$ cat config.mk
export PLATFORM = sky130hd
export DESIGN_NAME = add_unit_scheduler
export DESIGN_NICKNAME = d
export VERILOG_FILES = /design/src/rtl/add_unit_scheduler.sv
export SDC_FILE = /design/constraint.sdc
export NUM_CORES = 1
export LEC_CHECK = 0
export ABC_AREA = 1
export CORE_MARGIN = 2
export CORE_UTILIZATION = 45
export DETAILED_ROUTE_END_ITERATION = 7
export PLACE_DENSITY = 0.85
export SLEW_MARGIN = 10
export SYNTH_ARGS = -nofsm -noshare
export SYNTH_HDL_FRONTEND = slang
export SYNTH_SLANG_ARGS = --single-unit
$ cat constraint.sdc
create_clock -name clk1 -period 2.55 [get_ports clk1]
set_clock_uncertainty 0.05 [all_clocks]
set_input_delay 0.51 -clock clk1 [delete_from_list [all_inputs] [get_ports clk1]]
set_output_delay 0.51 -clock clk1 [all_outputs]
set_load 0.005 [all_outputs]
$ cat src/rtl/add_unit_scheduler.sv
// add_unit_scheduler
// Issue scheduler for the single add/sub execution unit. It picks one ready
// reservation-station entry by round-robin and runs it through a fixed-latency
// add/sub datapath. The result is then held on a CDB request until the
// arbiter grants it.
//
// Ports:
//   clk1, rst                    clock, asynchronous active-high reset
//   rs_valid, rs_ready           per-entry occupancy and operand-ready flags
//   rs_func/op1/op2/rob/rd       per-entry packed instruction fields
//   flush                        kills any in-flight op at the next edge
//   cdb_grant                    CDB arbiter accepts the pending result
//   rs_free_valid, rs_free_idx   one-cycle release pulse for the issued entry
//   busy                         unit is not idle
//   cdb_req, cdb_data, cdb_rob, cdb_rd, illegal   result broadcast

module add_unit_scheduler #(
  parameter int unsigned NUM_RS   = 3,
  parameter int unsigned DATA_W   = 8,
  parameter int unsigned ROB_W    = 3,
  parameter int unsigned REG_W    = 4,
  parameter int unsigned EXEC_LAT = 4
) (
  input  logic                        clk1,
  input  logic                        rst,
  input  logic [NUM_RS-1:0]           rs_valid,
  input  logic [NUM_RS-1:0]           rs_ready,
  input  logic [4*NUM_RS-1:0]         rs_func,
  input  logic [DATA_W*NUM_RS-1:0]    rs_op1,
  input  logic [DATA_W*NUM_RS-1:0]    rs_op2,
  input  logic [ROB_W*NUM_RS-1:0]     rs_rob,
  input  logic [REG_W*NUM_RS-1:0]     rs_rd,
  input  logic                        flush,
  input  logic                        cdb_grant,
  output logic                        rs_free_valid,
  output logic [$clog2(NUM_RS)-1:0]   rs_free_idx,
  output logic                        busy,
  output logic                        cdb_req,
  output logic [DATA_W-1:0]           cdb_data,
  output logic [ROB_W-1:0]            cdb_rob,
  output logic [REG_W-1:0]            cdb_rd,
  output logic                        illegal
);

  localparam int unsigned IDX_W = $clog2(NUM_RS);
  localparam int unsigned CNT_W = (EXEC_LAT > 1) ? $clog2(EXEC_LAT) : 1;

  localparam logic [1:0] IDLE = 2'd0;
  localparam logic [1:0] EXEC = 2'd1;
  localparam logic [1:0] WB   = 2'd2;

  localparam logic [3:0] FUNC_ADD = 4'b0000;
  localparam logic [3:0] FUNC_SUB = 4'b0001;

  logic [1:0]       state_q, state_d;
  logic [CNT_W-1:0] cnt_q, cnt_d;
  logic [IDX_W-1:0] rr_ptr_q, rr_ptr_d;
  logic             free_valid_q, free_valid_d;
  logic [IDX_W-1:0] free_idx_q, free_idx_d;

  logic [3:0]        func_q;
  logic [DATA_W-1:0] op1_q, op2_q;
  logic [ROB_W-1:0]  rob_q;
  logic [REG_W-1:0]  rd_q;

  logic [DATA_W-1:0] data_q;
  logic [ROB_W-1:0]  res_rob_q;
  logic [REG_W-1:0]  res_rd_q;
  logic              illegal_q, illegal_d;

  logic              issue, load_res;
  logic              grant_found;
  logic [IDX_W-1:0]  grant_idx;
  logic [NUM_RS-1:0] cand;
  logic [DATA_W-1:0] res;
  logic              res_ill;

  // Per-entry views of the packed input buses.
  logic [3:0]        func_arr [NUM_RS];
  logic [DATA_W-1:0] op1_arr  [NUM_RS];
  logic [DATA_W-1:0] op2_arr  [NUM_RS];
  logic [ROB_W-1:0]  rob_arr  [NUM_RS];
  logic [REG_W-1:0]  rd_arr   [NUM_RS];

  for (genvar g = 0; g < NUM_RS; g++) begin : g_unpack
    assign func_arr[g] = rs_func[4*g +: 4];
    assign op1_arr[g]  = rs_op1[DATA_W*g +: DATA_W];
    assign op2_arr[g]  = rs_op2[DATA_W*g +: DATA_W];
    assign rob_arr[g]  = rs_rob[ROB_W*g +: ROB_W];
    assign rd_arr[g]   = rs_rd[REG_W*g +: REG_W];
  end

  function automatic logic [IDX_W-1:0] wrap_idx(input int unsigned v);
    return IDX_W'(v % NUM_RS);
  endfunction

  assign cand = rs_valid & rs_ready & {NUM_RS{~flush}};

  // Round-robin: search starts one past the last granted entry, with wrap.
  always_comb begin
    grant_found = 1'b0;
    grant_idx   = '0;
    for (int unsigned k = 1; k <= NUM_RS; k++) begin
      if (!grant_found && cand[wrap_idx(32'(rr_ptr_q) + k)]) begin
        grant_found = 1'b1;
        grant_idx   = wrap_idx(32'(rr_ptr_q) + k);
      end
    end
  end

  // Datapath works on the latched operands; carry/borrow is dropped.
  always_comb begin
    res     = '0;
    res_ill = 1'b0;
    case (func_q)
      FUNC_ADD: res = op1_q + op2_q;
      FUNC_SUB: res = op1_q - op2_q;
      default:  res_ill = 1'b1;
    endcase
  end

  always_comb begin
    state_d      = state_q;
    cnt_d        = cnt_q;
    rr_ptr_d     = rr_ptr_q;
    free_valid_d = 1'b0;
    free_idx_d   = free_idx_q;
    illegal_d    = illegal_q;
    issue        = 1'b0;
    load_res     = 1'b0;
    if (flush) begin
      // A grant coinciding with flush still counts; either way we go idle.
      state_d   = IDLE;
      illegal_d = 1'b0;
    end else begin
      case (state_q)
        IDLE: begin
          if (grant_found) begin
            issue        = 1'b1;
            state_d      = EXEC;
            cnt_d        = CNT_W'(EXEC_LAT - 1);
            rr_ptr_d     = grant_idx;
            free_valid_d = 1'b1;
            free_idx_d   = grant_idx;
          end
        end
        EXEC: begin
          if (cnt_q == '0) begin
            state_d   = WB;
            load_res  = 1'b1;
            illegal_d = res_ill;
          end else begin
            cnt_d = cnt_q - 1'b1;
          end
        end
        WB: begin
          if (cdb_grant) begin
            state_d   = IDLE;
            illegal_d = 1'b0;
          end
        end
        default: state_d = IDLE;
      endcase
    end
  end

  always_ff @(posedge clk1 or posedge rst) begin
    if (rst) begin
      state_q      <= IDLE;
      cnt_q        <= '0;
      rr_ptr_q     <= IDX_W'(NUM_RS - 1);
      free_valid_q <= 1'b0;
      free_idx_q   <= '0;
      func_q       <= '0;
      op1_q        <= '0;
      op2_q        <= '0;
      rob_q        <= '0;
      rd_q         <= '0;
      data_q       <= '0;
      res_rob_q    <= '0;
      res_rd_q     <= '0;
      illegal_q    <= 1'b0;
    end else begin
      state_q      <= state_d;
      cnt_q        <= cnt_d;
      rr_ptr_q     <= rr_ptr_d;
      free_valid_q <= free_valid_d;
      free_idx_q   <= free_idx_d;
      illegal_q    <= illegal_d;
      if (issue) begin
        func_q <= func_arr[grant_idx];
        op1_q  <= op1_arr[grant_idx];
        op2_q  <= op2_arr[grant_idx];
        rob_q  <= rob_arr[grant_idx];
        rd_q   <= rd_arr[grant_idx];
      end
      if (load_res) begin
        data_q    <= res;
        res_rob_q <= rob_q;
        res_rd_q  <= rd_q;
      end
    end
  end

  assign rs_free_valid = free_valid_q;
  assign rs_free_idx   = free_idx_q;
  assign busy          = (state_q != IDLE);
  assign cdb_req       = (state_q == WB);
  assign cdb_data      = data_q;
  assign cdb_rob       = res_rob_q;
  assign cdb_rd        = res_rd_q;
  assign illegal       = illegal_q;

endmodule

==> results of run 1 <==
==> stage by stage <==
| stage | hold WS (ns) | utilization | std cells | total power [mW] | setup TNS (ns) |
|---|---|---|---|---|---|
| after floorplan | 0.400 | - | 531 | 4.33 | 0 |
| after global placement | 0.409 | 0.639 | 744 | 5.53 | 0 |
| after detailed placement | 0.414 | 0.639 | 744 | 5.70 | -0.141 |
| after CTS | 0.437 | 0.651 | 752 | 6.25 | 0 |
| after global routing | 0.457 | 0.652 | 752 | 6.92 | -0.0166 |
| final | 0.434 | 0.652 | 752 | 6.27 | 0 |
==> final timing paths <==
| check | startpoint | to | slack [ns] | cells past startpoint |
|---|---|---|---|---|
| setup / recovery | rr_ptr_q[1] | rd_q[1] | 0.18 | 14 |
| hold / removal | cdb_rob[0] | cdb_rob[0] | 0.43 | 2 |
| setup reg to reg | rr_ptr_q[1] | rd_q[1] | 0.18 | 14 |
| hold reg to reg | cdb_rob[0] | cdb_rob[0] | 0.43 | 2 |
| max in group asynchronous | rst | rr_ptr_q[1] | 1.66 | 3 |
| min in group asynchronous | rst | cnt_q[0] | 0.51 | 3 |
==> kinds of logic (layout without fill, tap and decap cells) <==
logic type | after synthesis | after routing | synth area share
buffers and inverters | 102 | 221 | 0.122
flip-flops | 51 | 51 | 0.352
AND/OR/NAND/NOR | 301 | 301 | 0.376
AO/OA/AOI/OAI | 57 | 57 | 0.0870
adder cells (fa/ha/maj) | 12 | 12 | 0.0435
XOR/XNOR | 8 | 8 | 0.0193
==> flip-flops by register name (all words and copies together), names as in the netlist <==
name / cells
cdb_data: 8
op1_q: 8
op2_q: 8
cdb_rd: 4
func_q: 4
rd_q: 4
cdb_rob: 3
rob_q: 3
cnt_q: 2
rr_ptr_q: 2
state_q: 2
illegal: 1
rs_free_idx: 1
rs_free_valid: 1
==> power breakdown <==
part	switching [mW]	internal [mW]	leakage, nW
combinational	2.44	1.84	1.93
clock	0.263	0.248	0.0515
sequential	0.262	1.22	0.633
total	2.96	3.31	2.61
==> per-layer routing <==
layer	track usage	vias to the layer above
li1	-	1939
met1	0.308	1740
met2	0.421	125
met3	0.0337	12
met4	0.0580	0
met5	0	-
==> worst register-to-register path, stage by stage, from the launching register on <==
cell	delay (ns)
dfstp_2	0.54
inv_1	0.06
ha_1	0.25
inv_2	0.13
nor2_1	0.07
nand2_2	0.12
nand2_2	0.08
nor2_4	0.18
nand4_2	0.19
nand2_1	0.11
buf_4	0.20
nand2_1	0.08
nand2_1	0.10
nand3_1	0.09
nand2_1	0.07
==> cell usage after synthesis <==
cell / instances / share of area
nand2_1: 144 / 0.15
a21o_1: 1 / 0.0021
o21ai_2: 1 / 0.0024
clkinv_1: 1 / 0.0010
buf_6: 2 / 0.0062
nand4_1: 4 / 0.0069
nand2_4: 1 / 0.0031
xor2_1: 7 / 0.017
a31oi_1: 2 / 0.0035
nand3_1: 103 / 0.14
nor4_1: 1 / 0.0017
nand4_2: 1 / 0.0035
nand2_2: 6 / 0.010
nor3b_1: 1 / 0.0021
xnor2_1: 1 / 0.0024
inv_2: 4 / 0.0041
o31ai_1: 2 / 0.0041
dfrtp_1: 50 / 0.35
fa_1: 1 / 0.0055
nand3b_1: 1 / 0.0021
a21oi_1: 21 / 0.029
buf_2: 15 / 0.021
buf_4: 7 / 0.014
clkbuf_1: 1 / 0.0010
dfstp_2: 1 / 0.0073
inv_1: 72 / 0.075
nand3_2: 4 / 0.011
a31oi_4: 1 / 0.0059
nor2_4: 2 / 0.0062
or2_2: 1 / 0.0017
nor2_2: 3 / 0.0052
ha_1: 11 / 0.038
o21ai_0: 29 / 0.040
nor2_1: 28 / 0.029
nor3_1: 1 / 0.0014
==> timing repair <==
action,CTS,global route
endpoints found under the setup margin,0,7
gates resized for setup,0,3
hold endpoints to repair,0,0
==> layout make-up <==
class                   count  area (µm²)  area share
multi-input cells         378        1910       0.377
inverters                  77         289      0.0571
clock buffers               8         100      0.0198
repair buffers            136        1360       0.269
flip-flops and latches     51        1280       0.252
well taps                 102         128      0.0252
==> out/qor.yml, run 1 <==
power_and_ir_drop:
  p_per_area_nw_per_um2: 1240
  peakVddDrop_uv: 621
  p_leak_nw: 2.61
clock_tree:
  root_buffer: "clkbuf_8"
  cts_tree: "built"
  cts_htree_levels: 2
  cts_setup_buffers: 0
  clock_latency_ns: 0.31
  clock_path_buffers: 2
  cts_inserted_buffers: 5
  holdBufCountCts: 0
  cts.clk_slew.worst_paths_ns: 0.09
  cts.sinks: 51
finish:
  final_common_cell: "nand2_1"
  diodes: 0
  finalNetCount: 752
  fillers: 672
  syn2layout_area_growth_pct: 39.7
  fin_area_um2: 5060
  final_cell_mix: "nand2_1, clkdlybuf4s50_1, nand3_1"
  drive_gt1_frac: 0.0908
status:
  status: "finished, final reports clean"
floorplanning:
  core.rowCount: 32
  die_y_um: 93.8
  coreArea_um2: 7770
  start_util: 0.467
  fp.dieW_um: 93.8
  design.die.area_um2: 8790
  ios: 112
global_routing:
  grt_usage: 0.239
  grt_pass1_vias: 3674
  grt_first_pass_wirelength_um: 16900
  antenna_found_initial: 0
  grt_max_degree: 52
  grt-ovfl-total: 0
worst_setup_path:
  arrival_ns: 2.57
  worst_path_most_repeated_cell: "nand2_1"
  required_ns: 2.75
  critical_path_buf_inv_count: 3
  crit_type: "reg2reg"
  end_kind: "flop"
  worstPathCellList: "inv_1 > ha_1 > inv_2 > nor2_1 > nand2_2 > nand2_2 > nor2_4 > nand4_2 > nand2_1 > buf_4 > nand2_1 > nand2_1 > nand3_1 > nand2_1"
  cpPeakStageDelay_ns: 0.54
  path_delay_family: "simple AND/OR/NAND/NOR gates"
  critPathMaxFanout: 14
  start_kind: "flop"
  slowest_stage: "dfstp_2"
synthesis:
  synth_seq_area_share: 0.352
  synth_cells: 531
  synth_nets: 634
  ys_types: 35
  syn_area_um2: 3620
  synth_seq_cells: 51
  avgSynthCellArea_um2: 6.83
  yosys_warnings: 0
run:
  drv_cap: 0
timing:
  fin_ws_ns: 0.181
  slew_headroom: 0.659
  slew_viol_final: 0
  fmax_ghz: 0.422
  fin_crit_ns: 2.37
  setup_viol: 0
  rsz0062_at_grt: "true"
  finalCritPeriodShare: 0.929
  tightestPinTransition_ns: 0.507
  hold_viol_final: 0
route:
  vias_per_cell: 5.07
  vias: 3816
  wl_met3_um: 568
  routed_wl_um: 10100
  drt_first_iter_violations: 339
  detail-route-antenna-nets: 0
  wl_per_cell_um: 13.4
  highest_layer: "met4"
  wl_met1_um: 4250
  wl_met2_um: 5150
  dr.pass1.iters: 5
  drc: 0
placed_design:
  placed_area_um2: 4960
  place.gp.congestion: 0.955
  port_buffers: 111
  place_ws_ns: -0.0396
  dp.final_hpwl_um: 7870
worst_hold_path:
  min_path_type: "reg2reg"
(Power assumes the default switching activity.)
==> run 2: changes to the inputs <==
--- a/config.mk
+++ b/config.mk
@@ -7,9 +7,9 @@
 export LEC_CHECK = 0
 export ABC_AREA = 1
 export CORE_MARGIN = 2
-export CORE_UTILIZATION = 45
+export CORE_UTILIZATION = 48
 export DETAILED_ROUTE_END_ITERATION = 7
-export PLACE_DENSITY = 0.85
+export PLACE_DENSITY = 0.89
 export SLEW_MARGIN = 10
 export SYNTH_ARGS = -nofsm -noshare
 export SYNTH_HDL_FRONTEND = slang
==> out/qor.yml, run 2 (synthesis gave the netlist of run 1 again) <==
global_routing:
  grt_max_degree: 32
  grt_usage: 0.256
  grt_pass1_vias: 3735
  grt-ovfl-total: 0
  grt_first_pass_wirelength_um: 17300
  antenna_found_initial: 0
clock_tree:
  clock_path_buffers: 2
  cts_htree_levels: 2
  holdBufCountCts: 0
  clock_latency_ns: 0.31
  cts.sinks: 51
  root_buffer: "clkbuf_8"
  cts_inserted_buffers: 5
  cts_tree: "built"
  cts.clk_slew.worst_paths_ns: 0.09
finish:
  multi_input_comb_area_um2: 1920
  area.sequential_um2: 1280
  fin_util: 0.691
  stdcell_count: 747
  drive_gt1_frac: 0.0957
  diodes: 0
  syn2layout_area_growth_pct: 39.0
  fin_area_um2: 5040
  final_common_cell: "nand2_1"
  final_cell_mix: "nand2_1, clkdlybuf4s50_1, nand3_1"
  finalNetCount: 750
  fillers: 594
floorplanning:
  ios: 112
  design.die.area_um2: 8260
  coreArea_um2: 7290
  die_y_um: 90.9
  start_util: 0.497
  fp.dieW_um: 90.9
  core.rowCount: 31
route:
  vias_per_cell: 5.16
  routed_wl_um: 10300
  drc: 0
  wl_per_cell_um: 13.7
  dr.pass1.iters: 5
  drt_first_iter_violations: 286
  detail-route-antenna-nets: 0
  vias: 3851
timing:
  setup_viol: 0
  rsz0062_at_grt: "true"
  tightestPinTransition_ns: 0.466
  tns_ns: 0
  finalCritPeriodShare: 0.938
  fin_crit_ns: 2.39
  slew_viol_final: 0
  fmax_ghz: 0.418
  slew_headroom: 0.688
  fin_ws_ns: 0.157
  hold_viol_final: 0
  whs_ns: 0.438
worst_hold_path:
  worstHoldStart: "cdb_data[6]"
  min_path_type: "reg2reg"
  whs_endpoint: "cdb_data[6]"
  min_path_cells: 2
worst_setup_path:
  required_ns: 2.75
  cpPeakStageDelay_ns: 0.54
  end_kind: "flop"
  regToRegEndpoint: "op2_q[6]"
  worstPathCellList: "ha_1 > inv_1 > nor2_1 > nand2_2 > nand2_2 > nor2_4 > nand4_2 > nand2_1 > nand2_1 > nand2_1 > nand3_1 > nand2_1"
  r2r_start: "rr_ptr_q[1]"
  critical_path_buf_inv_count: 1
  critPathMaxFanout: 14
  start_kind: "flop"
  worst_path_most_repeated_cell: "nand2_1"
  slowest_stage: "dfstp_2"
  arrival_ns: 2.60
  path_delay_family: "simple AND/OR/NAND/NOR gates"
  reg2reg_depth: 12
  crit_type: "reg2reg"
  r2r_slack_ns: 0.16
placed_design:
  placed_cells: 738
  placed_area_um2: 4910
  place_ws_ns: -0.0670
  place.gp.congestion: 0.987
  dp.final_hpwl_um: 7970
  port_buffers: 111
power_and_ir_drop:
  p_per_area_nw_per_um2: 1250
  peakVddDrop_uv: 739
  pwr-share-seq: 0.238
  sw_frac_of_total: 0.480
  finalPower_mw: 6.29
  p_leak_nw: 2.59
  pwr-share-clk: 0.083
  p_comb_frac: 0.678
  internal_power_mw: 3.27
  switching_power_mw: 3.02
run:
  drv_cap: 0
status:
  status: "finished, final reports clean"
## run 2: worst reg2reg max path: stages, from the launching register on
cell     delay (ns)
dfstp_2        0.54
ha_1           0.27
inv_1          0.15
nor2_1         0.07
nand2_2        0.11
nand2_2        0.08
nor2_4         0.18
nand4_2        0.14
nand2_1        0.38
nand2_1        0.12
nand2_1        0.09
nand3_1        0.07
nand2_1        0.07
## run 2: final cells by class
cell class / instances / area share
multi-input cells: 378 / 0.381
repair buffers: 134 / 0.262
flip-flops and latches: 51 / 0.254
inverters: 77 / 0.0574
well taps: 99 / 0.0246
clock buffers: 7 / 0.0191
clock inverters: 1 / 0.00149
## run 2: per-layer routing
layer / vias up / track usage / part of all wire
met5: - / 0 / 0
met4: 0 / 0.0997 / 0.033
met3: 29 / 0.0326 / 0.051
met2: 142 / 0.457 / 0.51
met1: 1755 / 0.315 / 0.41
li1: 1925 / - / -
## run 2: worst max-delay path by stage
stage	start	to	depth (start not counted)
after floorplan	func_q[3]	cdb_data[5]	13
after global placement	flush	func_q[1]	11
after detailed placement	flush	op2_q[6]	11
after CTS	func_q[3]	cdb_data[5]	13
after global routing	op2_q[0]	cdb_data[7]	12
final	rr_ptr_q[1]	op2_q[6]	12
## run 2: what timing repair did
| action | in CTS | in global routing |
|---|---|---|
| gates resized for setup | 0 | 8 |
| buffers inserted | 0 | 1 |
| hold endpoints to repair | 0 | 0 |
| setup endpoints to repair | 0 | 3 |
## run 2: power by group through the flow
stage	clock network, mW	logic, mW	registers (mW)
after floorplan	0	2.91	1.42
after global placement	0	3.99	1.47
after detailed placement	0	4.14	1.49
after CTS	0.522	4.19	1.48
after global routing	0.555	4.82	1.54
final	0.524	4.27	1.50
